<file path="config.mk">
export PLATFORM = sky130hd
export DESIGN_NAME = pe_cmd_seq
export DESIGN_NICKNAME = d
export VERILOG_FILES = /design/src/rtl/pe_cmd_seq.sv
export SDC_FILE = /design/constraint.sdc
export NUM_CORES = 1
export LEC_CHECK = 0
export CAP_MARGIN = 10
export CORE_MARGIN = 2
export CORE_UTILIZATION = 34
export CTS_CLUSTER_SIZE = 28
export DETAILED_ROUTE_END_ITERATION = 8
export GPL_ROUTABILITY_DRIVEN = 0
export PLACE_DENSITY = 0.65
export SLEW_MARGIN = 20
export SYNTH_ARGS = -nofsm -noshare
export SYNTH_HDL_FRONTEND = slang
export SYNTH_SLANG_ARGS = --single-unit
</file>
<file path="constraint.sdc">
create_clock -name clk -period 4.2 [get_ports clk]
set_clock_uncertainty 0.2 [all_clocks]
set_input_delay 0.42 -clock clk [delete_from_list [all_inputs] [get_ports clk]]
set_output_delay 0.42 -clock clk [all_outputs]
set_load 0.01 [all_outputs]
</file>
<file path="src/rtl/pe_cmd_seq.sv">
`default_nettype none
//==============================================================================
// Module      : pe_cmd_seq
// Description : Command sequencer for the Life PE array. It accepts host
//               requests (write, read, step, clear) and drives the shared PE
//               command bus (cmd, rsel/csel, state_in, trigger). Read data
//               returns on a separate valid/ready response channel.
//               Optional feature macro: PE_SEQ_EARLY_STOP_EN. When it is
//               defined, a step ends early after the first generation in
//               which the OR-reduced PE activity is low.
// Revision    : 1.0 - initial release
//==============================================================================
module pe_cmd_seq #(
    parameter int ROWS          = 16,
    parameter int COLS          = 16,
    parameter int GEN_W         = 16,
    parameter int PE_STATE_BITS = 1,
    parameter int PE_CMD_BITS   = 2,
    parameter int ROW_W         = (ROWS > 1) ? $clog2(ROWS) : 1,
    parameter int COL_W         = (COLS > 1) ? $clog2(COLS) : 1
) (
    input  logic                     clk,
    input  logic                     rst_n,
    input  logic                     req_valid,
    output logic                     req_ready,
    input  logic [1:0]               req_op,
    input  logic [ROW_W-1:0]         req_row,
    input  logic [COL_W-1:0]         req_col,
    input  logic [PE_STATE_BITS-1:0] req_data,
    input  logic [GEN_W-1:0]         req_gens,
    output logic                     rsp_valid,
    input  logic                     rsp_ready,
    output logic [PE_STATE_BITS-1:0] rsp_data,
    output logic                     rsp_err,
    output logic                     step_done,
    output logic [GEN_W-1:0]         gens_run,
    output logic [PE_CMD_BITS-1:0]   cmd,
    output logic                     trigger,
    output logic [ROWS-1:0]          rsel,
    output logic [COLS-1:0]          csel,
    output logic [PE_STATE_BITS-1:0] state_in,
    input  logic [PE_STATE_BITS-1:0] rd_data_i,
    input  logic                     active_i
);

    // PE opcodes and cell encodings shared with the array
    localparam logic [PE_CMD_BITS-1:0]   PE_CMD_NOP     = PE_CMD_BITS'(0);
    localparam logic [PE_CMD_BITS-1:0]   PE_CMD_WRITE   = PE_CMD_BITS'(1);
    localparam logic [PE_CMD_BITS-1:0]   PE_CMD_READ    = PE_CMD_BITS'(2);
    localparam logic [PE_CMD_BITS-1:0]   PE_CMD_PROCESS = PE_CMD_BITS'(3);
    localparam logic [PE_STATE_BITS-1:0] PE_STATE_DEAD  = '0;

    // Host request opcodes
    localparam logic [1:0] OP_WRITE = 2'd0;
    localparam logic [1:0] OP_READ  = 2'd1;
    localparam logic [1:0] OP_STEP  = 2'd2;

    // Range limits widened by one bit so ROWS/COLS themselves are representable
    localparam logic [ROW_W:0] C_ROW_LIM = ROWS[ROW_W:0];
    localparam logic [COL_W:0] C_COL_LIM = COLS[COL_W:0];

    typedef enum logic [2:0] {
        S_IDLE = 3'd0,
        S_WR   = 3'd1,
        S_CLR  = 3'd2,
        S_RD   = 3'd3,
        S_RDW  = 3'd4,
        S_RSP  = 3'd5,
        S_STEP = 3'd6
    } state_t;

    state_t                   state_q, state_d;
    logic [GEN_W-1:0]         cnt_q, cnt_d;
    logic [ROW_W-1:0]         row_q, row_d;
    logic [COL_W-1:0]         col_q, col_d;
    logic [PE_STATE_BITS-1:0] data_q, data_d;
    logic                     oob_q, oob_d;

    logic                     req_ready_q, req_ready_d;
    logic                     rsp_valid_q, rsp_valid_d;
    logic [PE_STATE_BITS-1:0] rsp_data_q, rsp_data_d;
    logic                     rsp_err_q, rsp_err_d;
    logic                     step_done_q, step_done_d;
    logic [GEN_W-1:0]         gens_run_q, gens_run_d;
    logic [PE_CMD_BITS-1:0]   cmd_q, cmd_d;
    logic                     trigger_q, trigger_d;
    logic [ROWS-1:0]          rsel_q, rsel_d;
    logic [COLS-1:0]          csel_q, csel_d;
    logic [PE_STATE_BITS-1:0] state_in_q, state_in_d;

    logic                     w_accept;
    logic                     w_req_oob;
    logic                     w_step_end;
    logic [ROWS-1:0]          w_row_oh;
    logic [COLS-1:0]          w_col_oh;

    assign w_accept  = req_valid & req_ready_q;
    assign w_req_oob = ({1'b0, req_row} >= C_ROW_LIM) || ({1'b0, req_col} >= C_COL_LIM);

`ifdef PE_SEQ_EARLY_STOP_EN
    // An idle array cannot change any more, so the step ends after this generation
    assign w_step_end = (cnt_q == GEN_W'(1)) || !active_i;
`else
    logic w_unused_active;
    assign w_unused_active = active_i;
    assign w_step_end      = (cnt_q == GEN_W'(1));
`endif

    // Next-state, request latching, counters and response capture
    always_comb begin
        state_d     = state_q;
        cnt_d       = cnt_q;
        row_d       = row_q;
        col_d       = col_q;
        data_d      = data_q;
        oob_d       = oob_q;
        rsp_valid_d = rsp_valid_q;
        rsp_data_d  = rsp_data_q;
        rsp_err_d   = rsp_err_q;
        gens_run_d  = gens_run_q;
        step_done_d = 1'b0;
        case (state_q)
            S_IDLE: begin
                if (w_accept) begin
                    row_d  = req_row;
                    col_d  = req_col;
                    data_d = req_data;
                    cnt_d  = req_gens;
                    oob_d  = w_req_oob;
                    case (req_op)
                        OP_WRITE: if (!w_req_oob) state_d = S_WR;
                        OP_READ:  state_d = S_RD;
                        OP_STEP: begin
                            gens_run_d = '0;
                            if (req_gens == '0) step_done_d = 1'b1;
                            else                state_d     = S_STEP;
                        end
                        default:  state_d = S_CLR;
                    endcase
                end
            end
            S_WR, S_CLR: state_d = S_IDLE;
            S_RD:        state_d = S_RDW;
            S_RDW: begin
                // The PE registered its state_out on the previous edge
                rsp_data_d  = oob_q ? '0 : rd_data_i;
                rsp_err_d   = oob_q;
                rsp_valid_d = 1'b1;
                state_d     = S_RSP;
            end
            S_RSP: begin
                if (rsp_ready) begin
                    rsp_valid_d = 1'b0;
                    state_d     = S_IDLE;
                end
            end
            S_STEP: begin
                cnt_d      = cnt_q - GEN_W'(1);
                gens_run_d = gens_run_q + GEN_W'(1);
                if (w_step_end) begin
                    step_done_d = 1'b1;
                    state_d     = S_IDLE;
                end
            end
            default: state_d = S_IDLE;
        endcase
    end

    // One-hot selects for the cell addressed in the upcoming state
    always_comb begin
        w_row_oh = '0;
        w_col_oh = '0;
        for (int r = 0; r < ROWS; r++) w_row_oh[r] = (row_d == ROW_W'(r));
        for (int c = 0; c < COLS; c++) w_col_oh[c] = (col_d == COL_W'(c));
    end

    // Bus outputs decoded from the upcoming state so they appear on the entry edge
    always_comb begin
        cmd_d       = PE_CMD_NOP;
        trigger_d   = 1'b0;
        rsel_d      = '0;
        csel_d      = '0;
        state_in_d  = PE_STATE_DEAD;
        req_ready_d = 1'b0;
        case (state_d)
            S_IDLE: req_ready_d = 1'b1;
            S_WR: begin
                cmd_d      = PE_CMD_WRITE;
                rsel_d     = w_row_oh;
                csel_d     = w_col_oh;
                state_in_d = data_d;
            end
            S_CLR: begin
                cmd_d  = PE_CMD_WRITE;
                rsel_d = '1;
                csel_d = '1;
            end
            S_RD: begin
                if (!oob_d) begin
                    cmd_d  = PE_CMD_READ;
                    rsel_d = w_row_oh;
                    csel_d = w_col_oh;
                end
            end
            S_STEP: begin
                cmd_d     = PE_CMD_PROCESS;
                trigger_d = 1'b1;
            end
            default: ;
        endcase
    end

    // State and output registers; reset discards any in-flight request or response
    always_ff @(posedge clk or negedge rst_n) begin
        if (!rst_n) begin
            state_q     <= S_IDLE;
            cnt_q       <= '0;
            row_q       <= '0;
            col_q       <= '0;
            data_q      <= '0;
            oob_q       <= 1'b0;
            req_ready_q <= 1'b0;
            rsp_valid_q <= 1'b0;
            rsp_data_q  <= '0;
            rsp_err_q   <= 1'b0;
            step_done_q <= 1'b0;
            gens_run_q  <= '0;
            cmd_q       <= PE_CMD_NOP;
            trigger_q   <= 1'b0;
            rsel_q      <= '0;
            csel_q      <= '0;
            state_in_q  <= PE_STATE_DEAD;
        end else begin
            state_q     <= state_d;
            cnt_q       <= cnt_d;
            row_q       <= row_d;
            col_q       <= col_d;
            data_q      <= data_d;
            oob_q       <= oob_d;
            req_ready_q <= req_ready_d;
            rsp_valid_q <= rsp_valid_d;
            rsp_data_q  <= rsp_data_d;
            rsp_err_q   <= rsp_err_d;
            step_done_q <= step_done_d;
            gens_run_q  <= gens_run_d;
            cmd_q       <= cmd_d;
            trigger_q   <= trigger_d;
            rsel_q      <= rsel_d;
            csel_q      <= csel_d;
            state_in_q  <= state_in_d;
        end
    end

    assign req_ready = req_ready_q;
    assign rsp_valid = rsp_valid_q;
    assign rsp_data  = rsp_data_q;
    assign rsp_err   = rsp_err_q;
    assign step_done = step_done_q;
    assign gens_run  = gens_run_q;
    assign cmd       = cmd_q;
    assign trigger   = trigger_q;
    assign rsel      = rsel_q;
    assign csel      = csel_q;
    assign state_in  = state_in_q;

endmodule
`default_nettype wire

</file>
* After elaboration in Yosys (flattened, before gate mapping)
Cells that the tools add are included.
** Cells by class
- $add $sub $neg :: 2
- Bitwise gates (word level) :: 1
- Mux-type cells :: 36
- Equality and inequality tests :: 44
- Reduce and logical (&&, ||, !) cells :: 12
** Operators by type and width (number)
- 16-bit one-hot mux with 3 select lines :: 2
- 16-bit 2-to-1 mux :: 5
- 4-bit == test, second input constant :: 16
- 16-bit one-hot mux with 2 select lines :: 2
- 4-bit by 3-bit == test with 1-bit output, second input constant :: 8
- 16-bit by 1-bit adder with 16-bit output, second input constant :: 1
- 16-bit by 1-bit == test with 1-bit output, second input constant :: 1
- 4-bit by 2-bit == test with 1-bit output, second input constant :: 4
- 16-bit logical NOT :: 1
- 4-bit 2-to-1 mux :: 4
- 16-bit by 1-bit subtractor with 16-bit output, second input constant :: 1
- 3-bit one-hot mux with 5 select lines :: 1
- 1-bit 2-to-1 mux :: 13
- 3-bit == test, second input constant :: 4
- 3-bit 2-to-1 mux :: 4
- 3-bit by 2-bit == test with 1-bit output, second input constant :: 3
- 3-bit one-hot mux with 3 select lines :: 1
- 4-bit by 1-bit == test with 1-bit output, second input constant :: 2
- 4-bit logical NOT :: 2
- 3-bit logical NOT :: 2
- 2-bit one-hot mux with 3 select lines :: 1
- 2-bit inequality test, second input constant :: 2
- 1-bit one-hot mux with 2 select lines :: 2
- 2-bit AND reduction :: 2
- other kinds (10) :: 11
** Storage, ports and cells
- Register bits after elaboration :: 86
- Bits of input ports :: 33
- Output and inout port bits :: 57
- Logic and storage cells :: 112

* Longest topological paths before layout
- Word-level depth :: 8
- Gate-level depth with buffers :: 8
- Gate-level depth less buffers :: 8

* Worst setup path before layout
Ideal clock, no wire load.
- Kind :: register to register
- Start :: reg state_q[1]
- End :: reg gens_run_q[15] (netlist: gens_run[15])
- Stages on the path, launching flop included :: 7
- Library setup time :: 66 ps
- Data required time :: 3934 ps
- Path buffers :: 1
- Period minus slack after synthesis :: 2427 ps
- Setup slack :: 1773 ps
- Arrival :: 2161 ps
- Cell sequence :: dfrtp_1 > nand4bb_4 > o31a_1 > buf_6 > or4_4 > or4_1 > nand2_1
** On the way
- Word-level cells in the longest chain between the ends :: 3
- Elaborated cells between the ends (all ways) :: 7
- Classes of those cells :: eq/ne: 3; mux: 1; reduce/logical: 3
** Ends and longest elaborated chain
- from (decl) :: RTL line 72 : state_t state_q, state_d;
- from (signal assigned) :: RTL line 234 : state_q <= state_d;
- 3-bit logical NOT or 3-bit == test (tied branches) :: RTL line 122 : case (state_q)
- 2-bit by 1-bit inequality test with 1-bit output (no source line), or another cell as far along
- 3-bit AND reduction (no source line)
- to (signal assigned) :: RTL line 245 : gens_run_q <= gens_run_d;
- to (decl) :: RTL line 84 : logic [GEN_W-1:0] gens_run_q, gens_run_d;
Several ways; a longest one is shown, not always the timed one.
A chain may end at the register's enable or synchronous reset.

* Worst setup path after layout
- Start :: in req_gens[11]
- End :: reg csel_q[14] (netlist: csel[14])
** On the way
- Word-level cells in the longest chain between the ends :: 7
- Elaborated cells between the ends (all ways) :: 9
- Classes of those cells :: eq/ne: 3; mux: 5; reduce/logical: 1
** Ends and longest elaborated chain
- from (decl) :: RTL line 30 : input logic [GEN_W-1:0] req_gens,
- 16-bit logical NOT (*) :: RTL line 135 : if (req_gens == '0) step_done_d = 1'b1;
- 3-bit 2-to-1 mux (*) :: RTL line 135
- 3-bit one-hot mux with 3 select lines (*) :: RTL line 130 : case (req_op)
- 3-bit 2-to-1 mux (*) :: RTL line 124 : if (w_accept) begin
- 3-bit one-hot mux with 5 select lines (*) :: RTL line 122
- 3-bit by 2-bit == test with 1-bit output or 3-bit by 1-bit == test with 1-bit output (tied branches) :: RTL line 185 : case (state_d)
- 16-bit one-hot mux with 3 select lines (*) :: RTL line 185
- net csel_d[14] :: RTL line 88 : logic [COLS-1:0] csel_q, csel_d;
- to (signal assigned) :: RTL line 249 : csel_q <= csel_d;
- to (decl) :: RTL line 88
Mark *: on every way through the listed nets, which the timed path passes. The rest lies on a longest branch.

==> reports/results.ini <==
[worst_setup_path]
worstPathRequired_ns = 4.23
path_cells = clkdlybuf4s50_1, nor4_1, nand4_1, o21ai_0, nand2_1, a21oi_1
slowest_stage = nand2_1
r2r_cells = 5
startpoint_type = input pin
worstSetupPathType = in -> reg
r2r-start = state_q[2]
crit_start = req_gens[11]
worstPathMaxFanout = 32
endpoint_kind = flip-flop
r2r_slack_ns = 1.35
cp_data_arrival_time_ns = 2.94
reg2reg_to = gens_run[15]
critPathMaxStageDelay_ns = 0.59

[pwr]
ir_drop_mv = 0.2312
power_density_nw_per_um2 = 662.9
p_leak_nw = 2.268
finalPower_w = 0.003549

[sta]
worst_slew_pin_slew_ns = 0.9761
worst_slack_ns = 1.293
finalSetupTns_ns = 0
whs_ns = -0.06473
setup_viol = 0
max_freq_mhz = 344.0
relSlewSlack_pct = 34.77
rsz0062_at_grt = false
final_max_slew_viol_count = 0
min_period_ns = 2.907
hold_viol = 85
fin_crit_sh_pct = 69.21

[placement]
dp_slack_ns = 0.9523
dp_hpwl_um = 6763
placed_area_sq_um = 5025
portBuffers = 88

[final_layout]
diodes = 0
seq_area_sq_um = 2127
fin_nets = 550
drive_gt1_share_pct = 5.780
area_delta_synth_final_pct = 32.97
multi_input_area_sq_um = 1784
fill_cells = 1091
final_area_sq_um = 5354

[worst_hold_path]
hold_class = in -> async

[drt]
drc = 0
via_per_inst = 5.124
firstDrtPassIters = 4
ant_nets = 0
drt_iter0_markers = 133
wl_per_cell_um = 14.75
vias = 3392
finalWirelength_um = 9765

[global_route]
grt.total_usage_pct = 15.88
grt_pass1_wl_um = 16150
grt_max_degree = 86
grt.overflow.total = 0
grt_pass1_vias = 3320
antenna_found_initial = 0

[clocking]
clk_path_buf_depth = 2
numCtsBuffers = 9
clk_pin_slew_ns = 0.06
post_cts_buffers = 0
cts.htree.levels = 3
clkLatencyLatePin_ns = 0.33
cts_tree = done
holdBufCountCts = 0
root_buffer = clkbuf_16
clock_sinks = 85
post_cts_resize_count = 0

[synthesis]
synthArstFlopShare_pct = 100.0
ys_seq_area_share_pct = 52.83
synth_top_area_share_pct = 52.83
synthMostInstantiatedCell = nand2_1
synthTopCellsByCount = nand2_1 (87), dfrtp_1 (85), a21oi_1 (41), nor2_1 (27), o21ai_0 (26)
ys.flop_type = dfrtp_1
ys_top_cells_by_area = dfrtp_1 (53%), nand2_1 (8.1%), a21oi_1 (5.1%), o21ai_0 (3.2%), nor2_1 (2.5%)
synth_largest_area_cell = dfrtp_1
syn_area_per_cell_sq_um = 9.299
syn-num-nets = 469
synth_edf_count = 0
synth_seq_cells = 85
yosys_warnings = 0
synthCells = 433
synth_cell_types = 49
syn_area_sq_um = 4026

[die]
fp.coreArea_sq_um = 11470
die_h_um = 112.8
die-area_sq_um = 12730
ioPinCount = 90
start_util_pct = 35.11
rows = 39
fp.dieW_um = 112.8

[flow_run]
drv_cap = 0

[outcome]
violations = hold timing
status = finished with violations

-- routing by layer --
metal,vias up,track usage (%),share of wire [%]
li1,1680,-,-
met1,1620,21.21,47
met2,78,25.19,47
met3,14,3.535,4.0
met4,0,6.423,2.1
met5,-,0,0
-- worst max-delay path: cells and delay by family --
family / cells / cell delay, ns
simple gates: 3 / 1.41
compound gates: 2 / 0.67
buf+inv: 1 / 0.43
-- worst max-delay path by stage --
stage,slack (ns),endpoint,cells after the start
floorplan,1.77,gens_run[15],6
global placement,1.04,csel[1],6
detailed placement,0.95,rsel[12],6
CTS,1.27,rsel[12],6
global route,1.03,rsel[12],6
finish,1.29,csel[14],6
-- where the power goes --
| group | internal, W | switching [W] |
|---|---|---|
| clock network | 0.000536 | 0.000319 |
| logic | 0.000620 | 0.000726 |
| registers | 0.00110 | 0.000251 |
| total | 0.00225 | 0.00130 |
-- cell families after synthesis --
family	after synthesis	share of synthesized area, %
compound gates	104	15.48
xor+xnor	11	2.393
fa+ha+maj	3	0.9324
buf+inv	30	3.014
flops	85	52.83
mux	6	1.523
simple gates	194	23.83
-- per-stage QoR --
stage	util [%]	cells
6_report	46.69	662
5_1_grt	46.69	662
4_1_cts	46.66	662
3_5_place_dp	43.82	646
3_3_place_gp	43.82	646
2_1_floorplan	-	433
-- final cells by class --
| class | count | area share (%) |
|---|---|---|
| Inverter | 9 | 0.6310 |
| Tap cell | 143 | 3.342 |
| Sequential cell | 85 | 39.73 |
| Multi-Input combinational cell | 318 | 33.33 |
| Clock buffer | 10 | 4.464 |
| Clock inverter | 6 | 1.613 |
| Timing Repair Buffer | 91 | 16.90 |
-- flip-flops by register name, summed over array words and instances, names as in the netlist, 2 cells and up --
| name | flops |
|---|---|
| cnt_q | 16 |
| csel | 16 |
| gens_run | 16 |
| rsel | 16 |
| col_q | 4 |
| row_q | 4 |
| state_q | 3 |
| cmd | 2 |
-- layout by cell type, fill, tap and decap left out, drive strengths merged, types with 3 or more instances in the layout --
cell type / instances
a211oi: 4
a21o: 3
a21oi: 41
a221o: 3
a311oi: 4
and2: 5
buf: 4
clkbuf: 10
clkdlybuf4s50: 87
clkinv: 3
dfrtp: 85
ha: 3
inv: 9
mux2i: 5
nand2: 87
nand2b: 10
nand3: 10
nand4: 6
nor2: 27
nor2b: 9
nor3: 11
nor3b: 4
nor4: 6
nor4b: 3
o211ai: 4
o21ai: 29
o22ai: 3
o31ai: 5
or2: 3
or3: 3
or4: 3
xnor2: 8
xor2: 3
(Power assumes the default switching activity.)
